**src/rtl/mips_multicycle_controller_pkg.sv**
```systemverilog
// Shared encodings for the multicycle MIPS controller and the datapath muxes it steers.
package mips_multicycle_controller_pkg;

    typedef enum logic [2:0] {
        FETCH  = 3'd0,
        DECODE = 3'd1,
        EXEC   = 3'd2,
        MEM    = 3'd3,
        WB     = 3'd4,
        TRAP   = 3'd5
    } stateT;

    typedef enum logic [3:0] {
        CLS_ALU     = 4'd0,
        CLS_ADDI    = 4'd1,
        CLS_LW      = 4'd2,
        CLS_SW      = 4'd3,
        CLS_BEQ     = 4'd4,
        CLS_J       = 4'd5,
        CLS_JAL     = 4'd6,
        CLS_JR      = 4'd7,
        CLS_ILLEGAL = 4'd8
    } instrClassT;

    localparam logic [5:0] OP_RTYPE = 6'b000000;
    localparam logic [5:0] OP_ADDI  = 6'b001000;
    localparam logic [5:0] OP_LW    = 6'b100011;
    localparam logic [5:0] OP_SW    = 6'b101011;
    localparam logic [5:0] OP_BEQ   = 6'b000100;
    localparam logic [5:0] OP_J     = 6'b000010;
    localparam logic [5:0] OP_JAL   = 6'b000011;

    localparam logic [5:0] FN_ADD = 6'b100000;
    localparam logic [5:0] FN_SUB = 6'b100010;
    localparam logic [5:0] FN_AND = 6'b100100;
    localparam logic [5:0] FN_OR  = 6'b100101;
    localparam logic [5:0] FN_JR  = 6'b001000;

    localparam logic [1:0] PC_SRC_PC4    = 2'd0;
    localparam logic [1:0] PC_SRC_BRANCH = 2'd1;
    localparam logic [1:0] PC_SRC_JUMP   = 2'd2;
    localparam logic [1:0] PC_SRC_RS     = 2'd3;

    localparam logic [1:0] REG_DST_RT  = 2'd0;
    localparam logic [1:0] REG_DST_RD  = 2'd1;
    localparam logic [1:0] REG_DST_R31 = 2'd2;

    localparam logic [1:0] REG_SRC_PC  = 2'd0;
    localparam logic [1:0] REG_SRC_MEM = 2'd1;
    localparam logic [1:0] REG_SRC_ALU = 2'd2;

    localparam logic [1:0] ALU_ADD = 2'b00;
    localparam logic [1:0] ALU_SUB = 2'b01;
    localparam logic [1:0] ALU_AND = 2'b10;
    localparam logic [1:0] ALU_OR  = 2'b11;

endpackage

```
**src/rtl/mips_instr_decode.sv**
```systemverilog
// Combinational classifier: op/func to instruction class, R-type ALU op and illegal flag.
module mips_instr_decode
    import mips_multicycle_controller_pkg::*;
(
    input  logic [5:0] opCode,
    input  logic [5:0] func,
    output instrClassT instrClass,
    output logic [1:0] rAluOp,
    output logic       illegal
);

    always_comb begin
        instrClass = CLS_ILLEGAL;
        rAluOp     = ALU_ADD;
        case (opCode)
            OP_RTYPE: begin
                case (func)
                    FN_ADD: begin instrClass = CLS_ALU; rAluOp = ALU_ADD; end
                    FN_SUB: begin instrClass = CLS_ALU; rAluOp = ALU_SUB; end
                    FN_AND: begin instrClass = CLS_ALU; rAluOp = ALU_AND; end
                    FN_OR:  begin instrClass = CLS_ALU; rAluOp = ALU_OR;  end
                    FN_JR:  instrClass = CLS_JR;
                    default: instrClass = CLS_ILLEGAL;
                endcase
            end
            OP_ADDI: instrClass = CLS_ADDI;
            OP_LW:   instrClass = CLS_LW;
            OP_SW:   instrClass = CLS_SW;
            OP_BEQ:  instrClass = CLS_BEQ;
            OP_J:    instrClass = CLS_J;
            OP_JAL:  instrClass = CLS_JAL;
            default: instrClass = CLS_ILLEGAL;
        endcase
        illegal = (instrClass == CLS_ILLEGAL);
    end

endmodule

```
**src/rtl/mips_multicycle_controller.sv**
```systemverilog
// Multicycle MIPS control FSM: FETCH/DECODE/EXEC/MEM/WB with memReady stalls and sticky trap.
module mips_multicycle_controller
    import mips_multicycle_controller_pkg::*;
#(
    parameter int CNT_W = 16
) (
    input  logic             clk,
    input  logic             rst_n,
    input  logic [5:0]       opCode,
    input  logic [5:0]       func,
    input  logic             zero,
    input  logic             memReady,
    output logic             irWrite,
    output logic             pcWrite,
    output logic [1:0]       pcSrc,
    output logic [1:0]       regDst,
    output logic [1:0]       regSrc,
    output logic             ALUSrc,
    output logic [1:0]       ALUOp,
    output logic             regWrite,
    output logic             memRead,
    output logic             memWrite,
    output logic             trap,
    output logic [CNT_W-1:0] retired
);

    stateT      state;
    logic [5:0] opReg;
    logic [5:0] funcReg;
    logic [5:0] decOp;
    logic [5:0] decFunc;
    instrClassT cls;
    logic [1:0] rAluOp;
    logic       illegal;

    // Decode live inputs while in DECODE, the latched instruction afterwards.
    assign decOp   = (state == DECODE) ? opCode : opReg;
    assign decFunc = (state == DECODE) ? func   : funcReg;

    mips_instr_decode uDecode (
        .opCode     (decOp),
        .func       (decFunc),
        .instrClass (cls),
        .rAluOp     (rAluOp),
        .illegal    (illegal)
    );

    always_ff @(posedge clk or negedge rst_n) begin
        if (!rst_n) begin
            state   <= FETCH;
            opReg   <= '0;
            funcReg <= '0;
            retired <= '0;
        end else begin
            if (pcWrite) retired <= retired + 1'b1;
            case (state)
                FETCH:  state <= DECODE;
                DECODE: begin
                    opReg   <= opCode;
                    funcReg <= func;
                    state   <= illegal ? TRAP : EXEC;
                end
                EXEC: begin
                    case (cls)
                        CLS_ALU, CLS_ADDI: state <= WB;
                        CLS_LW, CLS_SW:    state <= MEM;
                        default:           state <= FETCH;
                    endcase
                end
                MEM: begin
                    if (memReady) state <= (cls == CLS_LW) ? WB : FETCH;
                end
                WB:      state <= FETCH;
                TRAP:    state <= TRAP;
                default: state <= FETCH;
            endcase
        end
    end

    assign trap = (state == TRAP);

    always_comb begin
        irWrite  = 1'b0;
        pcWrite  = 1'b0;
        pcSrc    = PC_SRC_PC4;
        regDst   = REG_DST_RT;
        regSrc   = REG_SRC_PC;
        ALUSrc   = 1'b0;
        ALUOp    = ALU_ADD;
        regWrite = 1'b0;
        memRead  = 1'b0;
        memWrite = 1'b0;
        case (state)
            FETCH: irWrite = 1'b1;
            EXEC: begin
                case (cls)
                    CLS_ALU: ALUOp = rAluOp;
                    CLS_ADDI, CLS_LW, CLS_SW: ALUSrc = 1'b1;
                    CLS_BEQ: begin
                        ALUOp   = ALU_SUB;
                        pcWrite = 1'b1;
                        pcSrc   = zero ? PC_SRC_BRANCH : PC_SRC_PC4;
                    end
                    CLS_J: begin
                        pcWrite = 1'b1;
                        pcSrc   = PC_SRC_JUMP;
                    end
                    CLS_JAL: begin
                        pcWrite  = 1'b1;
                        pcSrc    = PC_SRC_JUMP;
                        regWrite = 1'b1;
                        regDst   = REG_DST_R31;
                        regSrc   = REG_SRC_PC;
                    end
                    CLS_JR: begin
                        pcWrite = 1'b1;
                        pcSrc   = PC_SRC_RS;
                    end
                    default: ;
                endcase
            end
            MEM: begin
                ALUSrc   = 1'b1;
                memRead  = (cls == CLS_LW);
                memWrite = (cls == CLS_SW);
                pcWrite  = memReady && (cls == CLS_SW);
            end
            WB: begin
                // ALU controls stay as in EXEC/MEM so the written result stays stable.
                regWrite = 1'b1;
                pcWrite  = 1'b1;
                case (cls)
                    CLS_ALU: begin
                        regDst = REG_DST_RD;
                        regSrc = REG_SRC_ALU;
                        ALUOp  = rAluOp;
                    end
                    CLS_ADDI: begin
                        regSrc = REG_SRC_ALU;
                        ALUSrc = 1'b1;
                    end
                    CLS_LW: begin
                        regSrc = REG_SRC_MEM;
                        ALUSrc = 1'b1;
                    end
                    default: ;
                endcase
            end
            default: ;
        endcase
        if (!rst_n) begin
            irWrite  = 1'b0;
            pcWrite  = 1'b0;
            regWrite = 1'b0;
            memRead  = 1'b0;
            memWrite = 1'b0;
        end
    end

endmodule
```
**config.mk**
```make
export PLATFORM = sky130hd
export DESIGN_NAME = mips_multicycle_controller
export DESIGN_NICKNAME = d
export VERILOG_FILES = /design/src/rtl/mips_multicycle_controller_pkg.sv /design/src/rtl/mips_instr_decode.sv /design/src/rtl/mips_multicycle_controller.sv
export SDC_FILE = /design/constraint.sdc
export NUM_CORES = 1
export LEC_CHECK = 0
export ABC_AREA = 1
export BUFFER_PORTS_ARGS = -buffer_cell sky130_fd_sc_hd__buf_2
export CELL_PAD_IN_SITES_DETAIL_PLACEMENT = 1
export CELL_PAD_IN_SITES_GLOBAL_PLACEMENT = 1
export CORE_ASPECT_RATIO = 1.2
export CORE_UTILIZATION = 35
export DETAILED_ROUTE_END_ITERATION = 8
export PLACE_DENSITY = 0.74
export SYNTH_ARGS = -nofsm -noshare
export SYNTH_HDL_FRONTEND = slang
export SYNTH_SLANG_ARGS = --single-unit
```
**constraint.sdc**
```tcl
create_clock -name clk -period 2.07 [get_ports clk]
set_clock_uncertainty 0.2 [all_clocks]
set_input_delay 0.1035 -clock clk [delete_from_list [all_inputs] [get_ports clk]]
set_output_delay 0.1035 -clock clk [all_outputs]
set_load 0.005 [all_outputs]
```
-- Word-level counts from Yosys, hierarchy flattened
Index checks and enable logic that the tools add are counted.
- bits in registers: 31
- bits of input ports: 16
- output and inout bits: 31
- logic and storage cells: 78
- add/subtract/negate cells: 1
- equal/unequal tests: 25
- multiplexer cells: 37
- reduce and logical (&&, ||, !) cells: 11
- operators by type and width (operator ; number):
    $eq 6x6->1 const B ; 6
    $pmux 4 s7 ; 1
    $add 16x1->16 const B ; 1
    $eq 4x3->1 const B ; 4
    $pmux 2 s2 ; 4
    $pmux 3 s5 ; 1
    $mux 1 ; 14
    $eq 6x2->1 const B ; 2
    $eq 6x4->1 const B ; 2
    $mux 6 ; 2
    $pmux 2 s3 ; 2
    $mux 2 ; 5
    $mux 3 ; 3
    $eq 4x2->1 const B ; 2
    $pmux 4 s2 ; 1
    $reduce_or 2->1 ; 4
    $reduce_or 4->1 ; 2
    $eq 3x2->1 const B ; 2
    $eq 3x3->1 const B ; 2
    $eq 6x3->1 const B ; 1
    $logic_not 6->1 ; 1
    $pmux 1 s3 ; 2
    $pmux 3 s2 ; 1
    $eq 4x1->1 const B ; 1
    8 further kinds ; 8

-- Depth between registers and ports, before layout
Gate-level depths: netlist of the first run.
- word-level depth: 11
- depth in mapped cells: 18
- mapped depth without buffers: 17

-- By module
From an unflattened synthesis of the first run, not the netlist that was laid out.
- cell total of the unflattened synthesis: 318
- area total of the unflattened synthesis: 2128.3 um^2
- modules (own cells, without submodules) (module ; instances ; cells each ; area an instance (um^2) ; sequential area each (um^2)):
    mips_multicycle_controller ; 1 ; 267 ; 1884.3 ; 775.7
    mips_instr_decode ; 1 ; 51 ; 244.0 ; 0.0

-- Worst setup path after synthesis of the first run
OpenSTA, ideal clock, no wires.
- path type: register -> register
- start point: reg state[1]
- end point: reg retired[2]
- setup time: 0.122 ns
- data arrival time: 1.840 ns
- data required time: 1.748 ns
- path slack: -0.091 ns
- cell stages (with the launch flop): 17
- path buffers: 2
- period minus slack after synthesis: 2.161 ns
- cells stage by stage: dfrtp_1 -> inv_2 -> nand3_4 -> buf_8 -> nand2_4 -> nand2_4 -> nor2_4 -> nand2_2 -> nor2_4 -> nand2_2 -> nand2_4 -> nand2_4 -> nand3_4 -> nand2_4 -> buf_6 -> nand2_1 -> o21ai_2
- elaborated cells between the ends (all ways): 31
- classes of those cells: eq/ne: 20; mux: 7; reduce/logical: 4
- RTL lines (item ; RTL line ; source):
    from (decl) ; mips_multicycle_controller.sv:27 ; stateT state;
    from (signal assigned) ; mips_multicycle_controller.sv:61 ; state <= illegal ? TRAP : EXEC;
    from (signal assigned) ; mips_multicycle_controller.sv:71 ; if (memReady) state <= (cls == CLS_LW) ? WB : FETCH;
    $eq 3x1->1 * ; mips_multicycle_controller.sv:37 ; assign decOp = (state == DECODE) ? opCode : opReg;
    $mux 6 * ; n/a ;
    via decOp[1] ; mips_multicycle_controller.sv:30 ; logic [5:0] decOp;
    $eq 6x2->1 (tied with other cells) ; mips_instr_decode.sv:15 ; case (opCode)
    $pmux 4 s7 * ; mips_instr_decode.sv:15 ;
    $eq 4x3->1 ; mips_multicycle_controller.sv:96 ; case (cls)
    $reduce_or 4->1 (no line) ; n/a ;
    $mux 1 ; mips_multicycle_controller.sv:96 ;
    $pmux 1 s3 * ; mips_multicycle_controller.sv:93 ; case (state)
    $mux 1 * ; mips_multicycle_controller.sv:151 ; if (!rst_n) begin
    to (signal assigned) ; mips_multicycle_controller.sv:55 ; if (pcWrite) retired <= retired + 1'b1;
    to (decl) ; mips_multicycle_controller.sv:24 ; output logic [CNT_W-1:0] retired
Mark *: on every way through the listed nets, which the timed path passes. The rest lies on a longest branch.
A chain may end at the register's enable or synchronous reset.

-- Worst setup path in the final report of the first run
- start point: reg state[2]
- end point: out regSrc[1]
- elaborated cells between the ends (all ways): 25
- classes of those cells: eq/ne: 15; mux: 6; reduce/logical: 4
- RTL lines (item ; RTL line ; source):
    $eq 3x1->1 * ; mips_multicycle_controller.sv:37 ;
    $mux 6 * ; n/a ;
    via decOp[0] ; mips_multicycle_controller.sv:30 ;
    $eq 6x2->1 (tied with other cells) ; mips_instr_decode.sv:15 ;
    $pmux 4 s7 * ; mips_instr_decode.sv:15 ;
    $eq 4x1->1 or $logic_not 4->1 (tied branches) ; mips_multicycle_controller.sv:132 ; case (cls)
    $reduce_or 2->1 (no line) ; n/a ;
    $pmux 2 s2 * ; mips_multicycle_controller.sv:132 ;
    $mux 2 * ; n/a ;
    to (decl) ; mips_multicycle_controller.sv:17 ; output logic [1:0] regSrc,
Marked as above.

==> impl_metrics.tcl, run 1 <==
set metrics [dict create \
    portBuffers 46 \
    tns_ps -21310 \
    rsz0062_at_grt "true" \
    hpwl_mm 5.77 \
    crit_start "state[2]" \
    synth.avg_cell_area_sq_um 6.95 \
    ys_top_cells_by_count "nand2_1 (116), inv_1 (34), dfrtp_1 (31), nor2_1 (31), nand3_1 (26)" \
    slew_violations 0 \
    synth_flop_cell "dfrtp_1" \
    drive_gt1_share_pct 58.5 \
    cp_data_arrival_time_ps 2640 \
    cp_max_fo 7 \
    clk_pin_slew_ps 80 \
    synthCells 332 \
    wirelength_mm 13.3 \
    diodes 0 \
    synth.most_common_cell "nand2_1" \
    drv_cap 0 \
    coreArea_sq_um 6410 \
    io_pins 47 \
    drtPass1Iterations 6 \
    postSynth.asyncResetShare_pct 100 \
    synth.yosys.warnings 0 \
    drc 0 \
    cts-htree-levels 2 \
    syn_to_final_growth_pct 78.8 \
    synth-edff-count 0 \
    fin_ws_ps -873 \
    gp_congestion 0.848 \
    p_seq_share_pct 14.1 \
    power_density_nw_per_um2 1870 \
    status "finished with violations" \
    die_w_um 76.1 \
    cts_sinks 31 \
    path_class "reg -> out" \
    max_slew_margin_pct 70.4 \
    seq_area_frac_synth_pct 33.6 \
    gr-total-overflow 0 \
    cts_tree "done" \
    clkPwrFrac_pct 6.8 \
    post_drt_wl_per_cell_um 23.6 \
    start_util_pct 36.0 \
    die_y_um 90.9 \
    critPathLaunchType "flop" \
    yosys_register_bits 31 \
    final_antenna_net_count 0 \
    dr_total_vias 3126 \
    ys_types 32 \
    fin_nets 495 \
    fp.dieArea_sq_um 6920 \
    clockBufferDepth 2 \
    worstHoldPathType "in -> reg" \
    synth_area_leader_cell "dfrtp_1" \
    syn_area_sq_um 2310 \
    power_frac_comb_pct 79.1 \
    clk_latency_ps 300 \
    min_period_ps 2940 \
    pre_cts_ws_ps -481 \
    violations "negative setup slack" \
    synth_area_leaders "dfrtp_1 (34%), nand2_1 (19%), nand3_1 (5.6%), inv_1 (5.5%), nor2_1 (5.0%)" \
    synth_top_area_share_pct 33.6 \
    period_share_pct 142 \
    swShare_pct 51.8 \
    worstHoldStart "func[0]" \
    drt-initial-drc-count 125 \
    finalHoldViolCount 0 \
    grt_pass1_wl_mm 16.8 \
    vdd_ir_drop_max_v 0.000769 \
    max_freq_ghz 0.340 \
    cts_made_buffers 5 \
    vias_per_cell 5.54 \
    worst_pin_slew_ps 444 \
    num_rows 32 \
    p_leak_uw 0.00206 \
    setup_violations 32 \
    p_switching_uw 3990 \
    r2r-start "state[2]" \
    syn_nets 349 \
    antenna_found_initial 0 \
    critPathRequiredTime_ps 1770 \
    hold_ws_ps 28.9 \
    grt_pass1_vias 3224 \
    grt_use_total_pct 32.0 \
    critPathCaptureType "primary output" \
    cts-root-buf "clkbuf_8" \
    intPower_uw 3720 \
    grt_max_degree 32 \
]
area by class of cell:
class	instances	area, sq um
fillers	778	2280
well taps	85	106
inverters	40	168
flip-flops and latches	31	777
multi-input cells	258	1860
clock inverters	1	5.00
clock buffers	7	76.3
repair buffers	142	1130
cells by family (layout without fill, tap and decap cells):
family,after synthesis,after routing,synth area share (%)
DFF,31,31,33.6
AOI/OAI and AO/OA,20,20,5.26
adders and majority gates,1,1,0.543
and+or+nand+nor,220,223,45.3
xor gates and xnor gates,14,14,5.32
buffers and inverters,46,190,9.98
worst max-delay path: stages, from the launching register on:
cell      delay (ps)
dfrtp_1          470
clkinv_4         170
buf_8            170
nand4_1          190
nand2_4          120
nor2_4           170
nand3_1          150
nand2_2          150
inv_2             60
nand2_4           80
nand2_4           60
nor2_4           150
nand2_2           90
o21ai_1          140
buf_2            150
worst paths after layout:
path | endpoint | slack, ps | cells after the start
min in group asynchronous | opReg[5] | 350 | 3
worst max register to register | retired[2] | -680 | 16
max in group asynchronous | state[0] | 990 | 3
worst max-delay path | regSrc[1] | -870 | 14
worst min register to register | retired[1] | 360 | 2
worst min-delay path | funcReg[0] | 30 | 3
metrics by stage:
step	instance area [sq um]	util (%)	power, uW	instances
2_1_floorplan	2310	-	2860	332
3_3_place_gp	2920	45.5	4040	502
3_5_place_dp	2920	45.5	4190	502
4_1_cts	3750	58.5	6210	549
5_1_grt	4120	64.4	8010	564
6_report	4120	64.4	7720	564
sequential cells by signal, summed over array words and instances (netlist names):
register	cells
funcReg	6
opReg	6
retired	16
state	3
repair_timing:
action	4_1_cts	5_1_grt
endpoints found under the hold margin	38	0
resized for setup	109	68
setup endpoints to repair	32	32
cloned	5	1
buffers inserted	29	16
pin swaps	42	44
hold buffers	6	0
power by group through the flow:
stage               Combinational [uW]  Sequential [uW]  Clock, uW
global placement                  3050              987          0
floorplan                         1870              993          0
CTS                               4700             1030        481
finish                            6100             1090        525
global route                      6370             1100        535
detailed placement                3180             1000          0
metal layers:
metal	track usage, %	vias up	share of wire [%]
li1	-	1344	-
met1	30.7	1535	34
met2	61.5	161	54
met3	5.76	86	4.6
met4	20.8	0	7.9
met5	0	-	0
layout by cell type (no fill, tap or decap), drive strengths merged, types with 2 or more instances in the layout:
master,instances
a21oi,8
buf,136
clkbuf,7
clkinv,2
dfrtp,31
dlygate4sd3,6
inv,39
nand2,130
nand3,31
nand3b,3
nand4,4
nor2,40
nor3,11
nor4b,2
o21ai,10
xnor2,7
xor2,7
Note: power is estimated with default switching activity, not from simulation.
==> inputs of run 2 (changes only) <==
- CORE_UTILIZATION: 35 -> 25
- CTS_BUF_LIST: unset -> sky130_fd_sc_hd__clkbuf_8
- PLACE_DENSITY: 0.74 -> 0.55
==> run 2 against run 1 <==
  * The flow still finishes with violations (negative setup slack)
  * First-iteration DRC count fell by 57%
  * Total power fell by 18%
  * Register-to-register slack improved by 250 ps
  * Fmax rose by 13%
  * Sequential power fell by 6%
  * Sequential cell count did not move
  * Setup slack improved by 330 ps
  * Critical path type unchanged
  * Critical endpoint unchanged
  * Largest cell class unchanged
  * Largest power group unchanged
  * Highest routed layer unchanged
==> impl_metrics.tcl, run 2 (synthesis gave the netlist of run 1 again) <==
set metrics [dict create \
    status "finished with violations" \
    violations "negative setup slack" \
    largest_register_ffs 16 \
    slew_violations 0 \
    regMostFlops "retired" \
    ff2ff_path_depth 17 \
    cts-htree-levels 2 \
    worstHoldPathType "in -> reg" \
    cts_tree "done" \
    cts-root-buf "clkbuf_8" \
    vias_per_cell 4.44 \
    clockBufferDepth 2 \
    grt_use_total_pct 18.3 \
    final_common_cell "nand2_1" \
    rsz0062_at_grt "true" \
    highest_layer "met4" \
    r2r-start "state[1]" \
    gr-total-overflow 0 \
    reg_top3 "retired (16), funcReg (6), opReg (6)" \
    min_period_ps 2610 \
    drv_cap 0 \
    worst_pin_slew_ps 425 \
    drive_gt1_share_pct 54.2 \
    cp_slowest_cell "dfrtp_1" \
    grt_pass1_wl_mm 13.2 \
    dp_cells 545 \
    grt_pass1_vias 2778 \
    fp.dieArea_sq_um 9610 \
    start_util_pct 25.7 \
    vdd_ir_drop_max_v 0.000436 \
    cp_max_fo 6 \
    dr_total_vias 2604 \
    grt_max_degree 29 \
    worstHoldEndpoint "funcReg[2]" \
    layout_common_cells "nand2_1 (69), buf_4 (58), buf_2 (45)" \
    die_w_um 89.7 \
    clk_pin_slew_ps 80 \
    cp_cell_sequence "buf_6 > nor2_4 > buf_12 > nand3b_1 > nand2_2 > nand2_1 > nor2_1 > nand2_1 > nand2_2 > inv_2 > nand2_2 > nand2_2 > nor2_4 > nand2_2 > o21ai_1 > buf_2" \
    power_density_nw_per_um2 1610 \
    path_class "reg -> out" \
    p_leak_uw 0.00196 \
    final_antenna_net_count 0 \
    r2r-end "retired[2]" \
    fin_ws_ps -544 \
    io_pins 47 \
    wirelength_mm 8.29 \
    cp_top_family "simple AND/OR/NAND/NOR gates" \
    syn_to_final_growth_pct 70.8 \
    critPathLaunchType "flop" \
    path_buf_inv 4 \
    gp_congestion 0.750 \
    drc 0 \
    die_y_um 107 \
    critPathCaptureType "primary output" \
    dr_wl_met3_um 170 \
    holdPathStages 4 \
    cp_data_arrival_time_ps 2310 \
    clk_latency_ps 290 \
    portBuffers 46 \
    rrSetupSlack_ps -430 \
    final_cells 587 \
    antenna_found_initial 0 \
    slowest_delay_ps 420 \
    route.met2.wl_mm 4.75 \
    setup_violations 32 \
    fin_nets 483 \
    cpMostUsedCell "nand2_2" \
    max_slew_margin_pct 71.3 \
    wl_met1_mm 3.20 \
    hpwl_mm 5.78 \
    coreArea_sq_um 8990 \
    finalHoldViolCount 0 \
    worstHoldStart "func[2]" \
    drt-initial-drc-count 54 \
    cts_made_buffers 5 \
    cts_sinks 31 \
    num_rows 38 \
    max_freq_ghz 0.383 \
    pre_cts_ws_ps -441 \
    critPathRequiredTime_ps 1770 \
    nFillCells 1118 \
    drtPass1Iterations 4 \
    post_drt_wl_per_cell_um 14.1 \
    diodes 0 \
    period_share_pct 126 \
]
==> run 2: cell types whose count changed in the layout (fill, tap and decap cells not counted), moves of 2 or more <==
cell      change
inv_1         +3
inv_2         -2
nand3_4       -6
nand2_1      +10
buf_16        -2
buf_6         -2
nand3_1       +3
nor2_2        -3
nor2_1        +3
nand2_2       -3
clkbuf_1      -2
buf_4         -8
nand2_4       -8
==> run 2: per-layer routing <==
layer | up-vias | track usage, %
met5 | - | 0
met4 | 0 | 5.22
met3 | 13 | 2.39
met2 | 38 | 35.4
met1 | 1246 | 19.9
li1 | 1307 | -
==> run 2: area by class of cell <==
class,count,area [sq um],area share [%]
clock buffers,5,68.8,1.75
flip-flops and latches,31,777,19.7
well taps,120,150,3.81
inverters,40,165,4.19
clock inverters,3,16.3,0.413
multi-input cells,256,1740,44.1
repair buffers,132,1020,26.0
==> run 2: repair_timing <==
item	4_1_cts	5_1_grt
setup endpoints to repair	32	33
gates cloned	2	0
buffers inserted	21	7
pin swaps	24	35
hold endpoints to repair	36	0
gates resized for setup	81	59
hold buffers	7	0
==> run 2: stage by stage <==
stage | setup TNS [ps] | hold WS, ps | util, % | total power, uW | area (sq um)
global placement | -7340 | -259 | 33.8 | 4230 | 3030
finish | -13180 | 40.4 | 43.8 | 6350 | 3940
global route | -17920 | 82.6 | 43.8 | 6810 | 3940
detailed placement | -8860 | -259 | 33.8 | 4300 | 3030
floorplan | -1280 | -392 | - | 2860 | 2310
CTS | -12750 | 30.8 | 41.0 | 5890 | 3680
==> run 2: worst max path at each step <==
| stage | start | end | slack, ps | cells past startpoint |
|---|---|---|---|---|
| after floorplan | state[1] | retired[2] | -90 | 16 |
| after global placement | state[1] | regSrc[1] | -390 | 17 |
| after detailed placement | state[0] | regSrc[1] | -440 | 16 |
| after CTS | state[0] | regSrc[1] | -550 | 14 |
| after global routing | state[1] | memWrite | -730 | 16 |
| final | state[1] | regSrc[1] | -540 | 16 |
==> run 2: worst min-delay path, delay by kind of cell <==
| kind | cells | cell delay (ps) |
|---|---|---|
| and+or+nand+nor | 2 | 180 |
| buffers and inverters | 2 | 220 |
==> run 2: power by group <==
part           internal, uW  leakage [uW]  total [uW]  switching (uW)
Combinational          2260       0.00151        4830            2570
Clock                   230     0.0000453         486             255
Sequential              823      0.000398        1030             208
